File: src/rtl/uart_term_pkg.sv
// rtl/uart_term_pkg.sv - shared states and character codes for the line editor
package uart_term_pkg;

  typedef enum logic [2:0] {
    S_BOOT,
    S_PROMPT,
    S_IDLE,
    S_ECHO,
    S_ERASE,
    S_BELL,
    S_NL,
    S_HOLD
  } state_e;

  localparam logic [7:0] CH_CR       = 8'h0D;
  localparam logic [7:0] CH_LF       = 8'h0A;
  localparam logic [7:0] CH_BS       = 8'h08;
  localparam logic [7:0] CH_DEL      = 8'h7F;
  localparam logic [7:0] CH_SP       = 8'h20;
  localparam logic [7:0] CH_BEL      = 8'h07;
  localparam logic [7:0] CH_ESC      = 8'h1B;
  localparam logic [7:0] CH_NAK      = 8'h15;
  localparam logic [7:0] CH_PRINT_LO = 8'h20;
  localparam logic [7:0] CH_PRINT_HI = 8'h7E;

  function automatic logic is_printable(input logic [7:0] b);
    return (b >= CH_PRINT_LO) && (b <= CH_PRINT_HI);
  endfunction

endpackage

File: src/rtl/uart_line_editor_line_ram.sv
// rtl/uart_line_editor_line_ram.sv - line buffer, one sync write port and one registered read port
module line_ram #(
  parameter int DEPTH = 64,
  parameter int AW    = 7
) (
  input  logic          clk,
  input  logic          rst_n,
  input  logic          we_i,
  input  logic [AW-1:0] waddr_i,
  input  logic [7:0]    wdata_i,
  input  logic [AW-1:0] raddr_i,
  output logic [7:0]    rdata_o
);

  localparam int            IW      = (DEPTH > 1) ? $clog2(DEPTH) : 1;
  localparam logic [AW-1:0] DEPTH_A = AW'(DEPTH);

  logic [7:0] mem [DEPTH];
  logic [7:0] rdata_q;

  always_ff @(posedge clk) begin
    if (we_i && (waddr_i < DEPTH_A)) begin
      mem[waddr_i[IW-1:0]] <= wdata_i;
    end
  end

  // Out-of-range reads return zero rather than aliasing into the array.
  always_ff @(posedge clk or negedge rst_n) begin
    if (!rst_n) begin
      rdata_q <= 8'h00;
    end else if (raddr_i < DEPTH_A) begin
      rdata_q <= mem[raddr_i[IW-1:0]];
    end else begin
      rdata_q <= 8'h00;
    end
  end

  assign rdata_o = rdata_q;

endmodule

File: src/rtl/uart_line_editor.sv
// rtl/uart_line_editor.sv - echoing line editor between RX and TX byte buffers
module uart_line_editor
  import uart_term_pkg::*;
#(
  parameter int         MAX_LEN     = 64,
  parameter int         BOOT_CYCLES = 32768,
  parameter logic [7:0] PROMPT_CH   = 8'h24,
  parameter bit         BELL_EN     = 1'b1,
  parameter int         LEN_W       = $clog2(MAX_LEN + 1)
) (
  input  logic             clk,
  input  logic             rst_n,
  input  logic [7:0]       rx_data,
  input  logic             rx_empty,
  output logic             rx_get,
  output logic [7:0]       tx_data,
  output logic             tx_put,
  input  logic             tx_full,
  output logic             line_valid,
  output logic [LEN_W-1:0] line_len,
  input  logic [LEN_W-1:0] line_rd_addr,
  output logic [7:0]       line_rd_data,
  input  logic             line_ack
);

  localparam logic [LEN_W-1:0] MAX_CUR   = LEN_W'(MAX_LEN);
  localparam logic [LEN_W-1:0] ONE_CUR   = LEN_W'(1);
  localparam logic [31:0]      BOOT_LAST = (BOOT_CYCLES > 0) ? 32'(BOOT_CYCLES - 1) : 32'd0;

  state_e           state_q, state_d;
  logic [1:0]       step_q, step_d;
  logic [LEN_W-1:0] cursor_q, cursor_d;
  logic             kill_q, kill_d;
  logic [7:0]       char_q, char_d;
  logic [31:0]      boot_cnt_q, boot_cnt_d;
  logic             line_valid_q, line_valid_d;
  logic [LEN_W-1:0] line_len_q, line_len_d;
  logic             ram_we;

  always_ff @(posedge clk or negedge rst_n) begin
    if (!rst_n) begin
      state_q      <= S_BOOT;
      step_q       <= 2'd0;
      cursor_q     <= '0;
      kill_q       <= 1'b0;
      char_q       <= 8'h00;
      boot_cnt_q   <= 32'd0;
      line_valid_q <= 1'b0;
      line_len_q   <= '0;
    end else begin
      state_q      <= state_d;
      step_q       <= step_d;
      cursor_q     <= cursor_d;
      kill_q       <= kill_d;
      char_q       <= char_d;
      boot_cnt_q   <= boot_cnt_d;
      line_valid_q <= line_valid_d;
      line_len_q   <= line_len_d;
    end
  end

  // Emit states present tx_data while stalled; step_q only advances on an accepted byte.
  always_comb begin
    state_d      = state_q;
    step_d       = step_q;
    cursor_d     = cursor_q;
    kill_d       = kill_q;
    char_d       = char_q;
    boot_cnt_d   = boot_cnt_q;
    line_valid_d = line_valid_q;
    line_len_d   = line_len_q;
    rx_get       = 1'b0;
    tx_put       = 1'b0;
    tx_data      = 8'h00;
    ram_we       = 1'b0;

    unique case (state_q)
      S_BOOT: begin
        if (boot_cnt_q >= BOOT_LAST) begin
          boot_cnt_d = 32'd0;
          state_d    = S_PROMPT;
        end else begin
          boot_cnt_d = boot_cnt_q + 32'd1;
        end
      end

      S_PROMPT: begin
        tx_data = (step_q == 2'd0) ? PROMPT_CH : CH_SP;
        if (!tx_full) begin
          tx_put = 1'b1;
          if (step_q == 2'd0) begin
            step_d = 2'd1;
          end else begin
            step_d  = 2'd0;
            state_d = S_IDLE;
          end
        end
      end

      S_IDLE: begin
        rx_get = !rx_empty;
        if (!rx_empty) begin
          case (rx_data)
            CH_CR, CH_LF: state_d = S_NL;
            CH_BS, CH_DEL: begin
              if (cursor_q != '0) begin
                state_d = S_ERASE;
                kill_d  = 1'b0;
              end
            end
            CH_NAK: begin
              if (cursor_q != '0) begin
                state_d = S_ERASE;
                kill_d  = 1'b1;
              end
            end
            CH_ESC: ;
            default: begin
              if (is_printable(rx_data)) begin
                if (cursor_q < MAX_CUR) begin
                  state_d = S_ECHO;
                  char_d  = rx_data;
                end else if (BELL_EN) begin
                  state_d = S_BELL;
                end
              end
            end
          endcase
        end
      end

      S_ECHO: begin
        tx_data = char_q;
        if (!tx_full) begin
          tx_put   = 1'b1;
          ram_we   = 1'b1;
          cursor_d = cursor_q + ONE_CUR;
          state_d  = S_IDLE;
        end
      end

      S_ERASE: begin
        tx_data = (step_q == 2'd1) ? CH_SP : CH_BS;
        if (!tx_full) begin
          tx_put = 1'b1;
          if (step_q == 2'd2) begin
            step_d   = 2'd0;
            cursor_d = cursor_q - ONE_CUR;
            // Kill keeps erasing while characters remain after this one.
            if (!(kill_q && (cursor_q > ONE_CUR))) begin
              kill_d  = 1'b0;
              state_d = S_IDLE;
            end
          end else begin
            step_d = step_q + 2'd1;
          end
        end
      end

      S_BELL: begin
        tx_data = CH_BEL;
        if (!tx_full) begin
          tx_put  = 1'b1;
          state_d = S_IDLE;
        end
      end

      S_NL: begin
        tx_data = (step_q == 2'd0) ? CH_CR : CH_LF;
        if (!tx_full) begin
          tx_put = 1'b1;
          if (step_q == 2'd0) begin
            step_d = 2'd1;
          end else begin
            step_d       = 2'd0;
            line_len_d   = cursor_q;
            line_valid_d = 1'b1;
            state_d      = S_HOLD;
          end
        end
      end

      S_HOLD: begin
        if (line_ack) begin
          line_valid_d = 1'b0;
          cursor_d     = '0;
          state_d      = S_PROMPT;
        end
      end

      default: state_d = S_BOOT;
    endcase
  end

  line_ram #(
    .DEPTH(MAX_LEN),
    .AW   (LEN_W)
  ) u_line_ram (
    .clk    (clk),
    .rst_n  (rst_n),
    .we_i   (ram_we),
    .waddr_i(cursor_q),
    .wdata_i(char_q),
    .raddr_i(line_rd_addr),
    .rdata_o(line_rd_data)
  );

  assign line_valid = line_valid_q;
  assign line_len   = line_len_q;

endmodule
File: config.mk
export PLATFORM = sky130hd
export DESIGN_NAME = uart_line_editor
export DESIGN_NICKNAME = d
export VERILOG_FILES = /design/src/rtl/uart_term_pkg.sv /design/src/rtl/uart_line_editor_line_ram.sv /design/src/rtl/uart_line_editor.sv
export SDC_FILE = /design/constraint.sdc
export NUM_CORES = 1
export LEC_CHECK = 0
export ABC_CLOCK_PERIOD_IN_PS = 2150
export CAP_MARGIN = 25
export CORE_MARGIN = 4
export CORE_UTILIZATION = 56
export DETAILED_ROUTE_END_ITERATION = 7
export PLACE_DENSITY_LB_ADDON = 0.3
export SLEW_MARGIN = 5
export SYNTH_ARGS = -nofsm -noshare
export SYNTH_HDL_FRONTEND = slang
export SYNTH_SLANG_ARGS = --single-unit
File: constraint.sdc
create_clock -name clk -period 2.15 [get_ports clk]
set_input_delay 0.215 -clock clk [delete_from_list [all_inputs] [get_ports clk]]
set_output_delay 0.215 -clock clk [all_outputs]
set_load 0.005 [all_outputs]
Yosys cells after proc, flatten, opt, wreduce, memory -nomap -nowiden
Memory sizes are Yosys's and may differ from the RTL's.
Cells that the tools add are included.
{"block": "totals", "reg_bits": 69, "ramBits": 512, "inputBits": 20, "output_inout_bits": 26, "word_cells": 133, "n_memories": 1}
{"name": "u_line_ram.mem", "words": 64, "word_bits": 8, "read_ports": 1, "rd_clocked_by_memory_dff": 0, "write_ports": 1, "line_no": "uart_line_editor_line_ram.sv:18", "rtl": "logic [7:0] mem [DEPTH];"}
{"block": "classes", "addsub": 4, "n_lt_le_gt_ge": 6, "eq_ne": 34, "mux": 50, "n_bitwise": 4, "reduce_logical": 25}
{"op": "3-bit two-way mux", "count": 16}
{"op": "8-bit case mux with 5 select lines", "count": 1}
{"op": "32-bit by 1-bit adder with 32-bit output (second input constant)", "count": 1}
{"op": "32-bit by 15-bit greater-or-equal comparator with 1-bit output (second input constant)", "count": 1}
{"op": "32-bit two-way mux", "count": 1}
{"op": "7-bit two-way mux", "count": 4}
{"op": "2-bit inequality test (second input constant)", "count": 14}
{"op": "8-bit by 4-bit == test with 1-bit output (second input constant)", "count": 3}
{"op": "3-bit case mux with 7 select lines", "count": 1}
{"op": "7-bit case mux with 3 select lines", "count": 1}
{"op": "8-bit by 5-bit == test with 1-bit output (second input constant)", "count": 2}
{"op": "1-bit two-way mux", "count": 16}
{"op": "7-bit less-than comparator (second input constant)", "count": 2}
{"op": "14-bit AND reduction", "count": 1}
{"op": "3-bit == test (second input constant)", "count": 4}
{"op": "3-bit inequality test (second input constant)", "count": 4}
{"op": "5-bit AND reduction", "count": 2}
{"op": "3-bit case mux with 3 select lines", "count": 1}
{"op": "8-bit by 7-bit == test with 1-bit output (second input constant)", "count": 1}
{"op": "8-bit by 6-bit greater-or-equal comparator with 1-bit output (second input constant)", "count": 1}
{"op": "8-bit by 7-bit less-or-equal comparator with 1-bit output (second input constant)", "count": 1}
{"op": "8-bit two-way mux", "count": 1}
{"op": "8-bit AND reduction", "count": 1}
{"op": "2-bit OR reduction", "count": 4}
{"op": "other kinds (26)", "count": 39}

Longest topological paths before layout
{"block": "logic_depth", "depth_word": 6, "mapped_depth": 9, "ltp_nobuf": 7}

Modules after synthesis
Synthesis repeated with hierarchy kept, for this count alone.
{"block": "hier_totals", "hier_cells": 1334, "hier_area_um2": 23709.0}
{"module": "line_ram", "instances": 1, "cells_each": 967, "area_per_inst_um2": 20355.8, "seq_area_each_um2": 15574.9}
{"module": "uart_line_editor", "instances": 1, "cells_each": 367, "area_per_inst_um2": 3353.2, "seq_area_each_um2": 1526.5}

Least setup slack after synthesis
Ideal clock, no wire load.
{"block": "synth_path", "kind": "register to register", "start": "register state_q[1]", "end": "memory u_line_ram.mem[55][0] (enable)", "setup_time_ps": 370, "arrival_time_ps": 1900, "required_ps": 1780, "path_slack_ps": -121, "stages_incl_launch_ff": 7, "path_buffers": 1, "synth_period_minus_slack_ps": 2271, "path_cell_list": "dfrtp_1 > nor2b_1 > buf_2 > nand2_1 > nor4_1 > nand3_1 > nor2_1"}
{"block": "synth_between", "elab_chain_len": 5}
{"element": "from (decl)", "line_no": "uart_line_editor.sv:30", "rtl": "state_e state_q, state_d;"}
{"element": "from (signal assigned)", "line_no": "uart_line_editor.sv:51", "rtl": "state_q <= state_d;"}
{"element": "3-bit by 2-bit == test with 1-bit output", "line_no": "uart_line_editor.sv:77", "rtl": "unique case (state_q)"}
{"element": "1-bit two-way mux", "line_no": "uart_line_editor.sv:77"}
{"element": "1-bit logical AND", "line_no": "uart_line_editor_line_ram.sv:22", "rtl": "if (we_i && (waddr_i < DEPTH_A)) begin"}
{"element": "1-bit two-way mux", "line_no": "uart_line_editor_line_ram.sv:22"}
{"element": "1-bit two-way mux (not written as such)", "line_no": "uart_line_editor_line_ram.sv:23", "rtl": "mem[waddr_i[IW-1:0]] <= wdata_i;"}
{"element": "to (decl)", "line_no": "uart_line_editor_line_ram.sv:18"}
No other way between the ends.

Worst setup path in the final report
{"block": "layout_path", "start": "register state_q[2]", "end": "register state_q[0]"}
{"block": "layout_between", "elab_chain_len": 4, "elab_cells_between_ends": 25, "classes_between": "eq/ne: 21; mux: 1; reduce/logical: 3"}
{"element": "3-bit == test / 3-bit by 2-bit == test with 1-bit output (equally long branches)", "line_no": "uart_line_editor.sv:77"}
{"element": "2-bit OR reduction (no source line)"}
{"element": "2-bit inequality test (no source line)"}
{"element": "14-bit AND reduction (no source line)"}
Parallel ways exist; a longest one is shown, timed or not.
A chain may end at the register's enable or synchronous reset.

==> results.cfg <==
[clocking]
cts_tree = done
htreeDepth = 2
clockRootBuffer = clkbuf_16
path_clk_slew_ps = 60
clock-sinks = 581
clockBufferDepth = 3
cts_buffers = 56
clk_latency_ps = 610

[synthesis]
synth_largest_area_cell = edfxtp_1
synth_area_um2 = 23500
synth_top_area_share_pct = 65.6
ys_seq_elements = 581
syn_inst = 1253
syn_nets = 1278
yosysUniqueCellTypes = 65
synth_area_leaders = edfxtp_1 (66%), mux4_2 (13%), dfrtp_1 (7.4%), mux2i_1 (1.5%), nor2_1 (1.5%)
async_flop_share_pct = 11.9
synth_area_per_cell_um2 = 18.7
dominantRegCellSynth = edfxtp_1
yosysSeqAreaShare_pct = 72.9
yosysWarningCount = 0
synth_edf_count = 512

[setup_path]
endpoint_kind = flip-flop
startpoint_type = flip-flop
crit_top_cell = buf_8
crit_chain = buf_6, buf_8, buf_8, nor2b_4, a22oi_2, o32a_4, o31ai_4, a2111oi_4, buf_4, mux2i_1
cp_slowest_cell = dfrtp_1
cp_max_fo = 5
critPathArrivalTime_ps = 2760
max_stage_delay_ps = 420
required_ps = 2660
crit_type = reg2reg

[floorplan]
ioPinCount = 46
core_um2 = 41100
start_util_pct = 57.1
die_w_um = 213
die-area_um2 = 45200
fp.dieH_um = 213
row_count = 74

[layout]
nets = 1521
fillCellCount = 2568
fin_area_um2 = 28300
area_growth_pct = 20.8
fin_util_pct = 68.9
drive_gt1_share_pct = 33.1
diodes = 0

[pwr]
switching_share_pct = 26.9
power_frac_comb_pct = 19.9
irDropWorstVdd_v = 0.000999
switchingPower_mw = 8.10
p_per_area_nw_per_um2 = 1060
internal_power_mw = 22.0
clock_power_share_pct = 32.6
power_leakage_nw = 9.80
power.share.sequential_pct = 47.5

[drt]
vias = 12900
drc = 0
wl_per_cell_um = 24.9
drt_iter0_drc = 1175
final_antenna_net_count = 0
viasPerCell = 6.22
wirelength_um = 51500
first_pass_iters = 5

[timing]
rsz0062_at_grt = true
slew_headroom_pct = 51.3
min_period_ps = 2250
worst_pin_slew_ps = 731
clock_skew_ps = 25.8
fin_ws_ps = -103
fin_setup_tns_ps = -320
drv_slew = 0
timing.final.crit_share_pct = 105
hold_viol = 0
finalSetupViolations = 4
max_freq_mhz = 444

[min_path]
hold_path.class = in2async

[grt]
antenna_found_initial = 0
grt_pass1_wl_um = 79300
grt_overflow = 0
grt_pass1_vias = 13000
grt_max_degree = 66
grt_use_total_pct = 23.4

[status]
status = finished, violations left
violations = setup timing

[place]
port-buffer-count = 45
placed_area_um2 = 26000
place_ws_ps = -95.4
gp_congestion = 0.875
dpl.hpwl_um = 32200

[flow_run]
cap_viol_max_count = 0
## power by group through the flow
stage | Combinational [mW] | Sequential (mW) | Clock [mW]
after floorplan | 2.26 | 15.0 | 0
after global placement | 5.02 | 14.5 | 0
after detailed placement | 5.21 | 14.5 | 0
after CTS | 5.54 | 14.3 | 9.96
after global routing | 6.44 | 14.3 | 10.5
final | 5.98 | 14.3 | 9.79
## synthesized netlist by cell type, types with 5 or more instances
library cell / n
clkbuf_1: 22
a22oi_1: 14
inv_1: 8
and3_1: 8
nand2_1: 50
a21oi_1: 17
nor2b_1: 25
nor2_1: 95
nand2b_1: 11
buf_2: 26
o21ai_0: 43
nor4_1: 8
ha_1: 5
buf_4: 13
nand3_1: 24
o41ai_1: 8
dfrtp_1: 69
mux2i_1: 36
mux2_1: 7
o221ai_1: 5
nor3_1: 13
or2_2: 6
a221oi_1: 5
o31ai_1: 9
edfxtp_1: 512
mux4_2: 140
mux2_2: 7
## state kept, by name, indices dropped and copies added, names as in the netlist
signal              cells
u_line_ram.mem        512
state_q                 3
boot_cnt_q             32
line_valid              1
step_q                  2
cursor_q                7
line_len                7
char_q                  8
u_line_ram.rdata_o      8
kill_q                  1
## layer usage
layer  vias up  routed length, um  GRT usage (%)
li1       5572                  -              -
met2       580              25300           37.6
met1      6648              20800           34.0
met4         0               1400           6.71
met3        90               4040           3.98
met5         -                  0              0
## cells in the final DEF, fill, tap and decap left out, types with 11 or more instances in the layout
cell | Yosys | layout
nor2_2 | 0 | 13
clkdlybuf4s50_1 | 0 | 31
dfrtp_1 | 69 | 59
nor2b_1 | 25 | 23
clkbuf_1 | 22 | 15
a22oi_1 | 14 | 13
nor2_1 | 95 | 72
buf_4 | 13 | 160
buf_12 | 0 | 30
mux4_2 | 140 | 140
o21ai_0 | 43 | 40
clkinv_1 | 0 | 11
nand2_1 | 50 | 48
buf_6 | 1 | 14
nor3_1 | 13 | 11
a21oi_1 | 17 | 17
clkbuf_16 | 0 | 58
edfxtp_1 | 512 | 512
nand3_1 | 24 | 23
mux2i_1 | 36 | 36
## per-stage QoR
stage | power (mW) | std cells | hold slack [ps]
after floorplan | 17.3 | 1253 | -80.6
after global placement | 19.5 | 1946 | 210
after detailed placement | 19.7 | 1946 | 215
after CTS | 29.8 | 2065 | 113
after global routing | 31.3 | 2073 | 173
final | 30.1 | 2073 | 133
## logic make-up after synthesis
kind of cell	count (synthesis)	synth area share (%)
adder cells (fa/ha/maj)	5	0.267
AND/OR/NAND/NOR	269	5.71
buffers and inverters	73	1.55
flip-flops	581	72.9
AO/OA/AOI/OAI	134	3.84
multiplexers	191	15.7
## critical path: cells and delay by family, from the launching register on
family | cells | cell delay (ps)
AND/OR/NAND/NOR | 1 | 120
flip-flops | 1 | 420
multiplexers | 1 | 170
AO/OA/AOI/OAI | 4 | 870
buffers and inverters | 4 | 580
## timing repair
item                                    in CTS  in global routing
endpoints found under the hold margin       69                  0
hold buffers                                 1                  0
endpoints found under the setup margin      10                517
resized for setup                           31                 66
pin swaps                                    1                 16
setup buffers                               15                  9
gates cloned                                 0                  1
## worst paths after layout
path / startpoint / end / slack (ps) / cells after the start
max in group asynchronous: rst_n / char_q[1]$_DFFE_PN0P_ / 1420 / 3
worst max-delay path: state_q[2]$_DFFE_PN0P_ / state_q[0]$_DFFE_PN0P_ / -100 / 10
worst min-delay path: rst_n / line_len[0]$_DFFE_PN0P_ / 130 / 2
worst min register to register: line_len[1]$_DFFE_PN0P_ / line_len[1]$_DFFE_PN0P_ / 480 / 2
min in group clk: line_ack / line_valid$_DFFE_PN0P_ / 290 / 2
worst max register to register: state_q[2]$_DFFE_PN0P_ / state_q[0]$_DFFE_PN0P_ / -100 / 10
## layout make-up
type	instances	area [um2]	share of cell area, %
Multi-Input combinational cell	599	6260	22.1
Clock inverter	29	330	1.17
Clock buffer	74	1510	5.33
Timing Repair Buffer	250	2420	8.56
Sequential cell	581	17100	60.4
Tap cell	532	666	2.35
Inverter	8	33.8	0.119
Note: power is estimated with default switching activity, not from simulation.
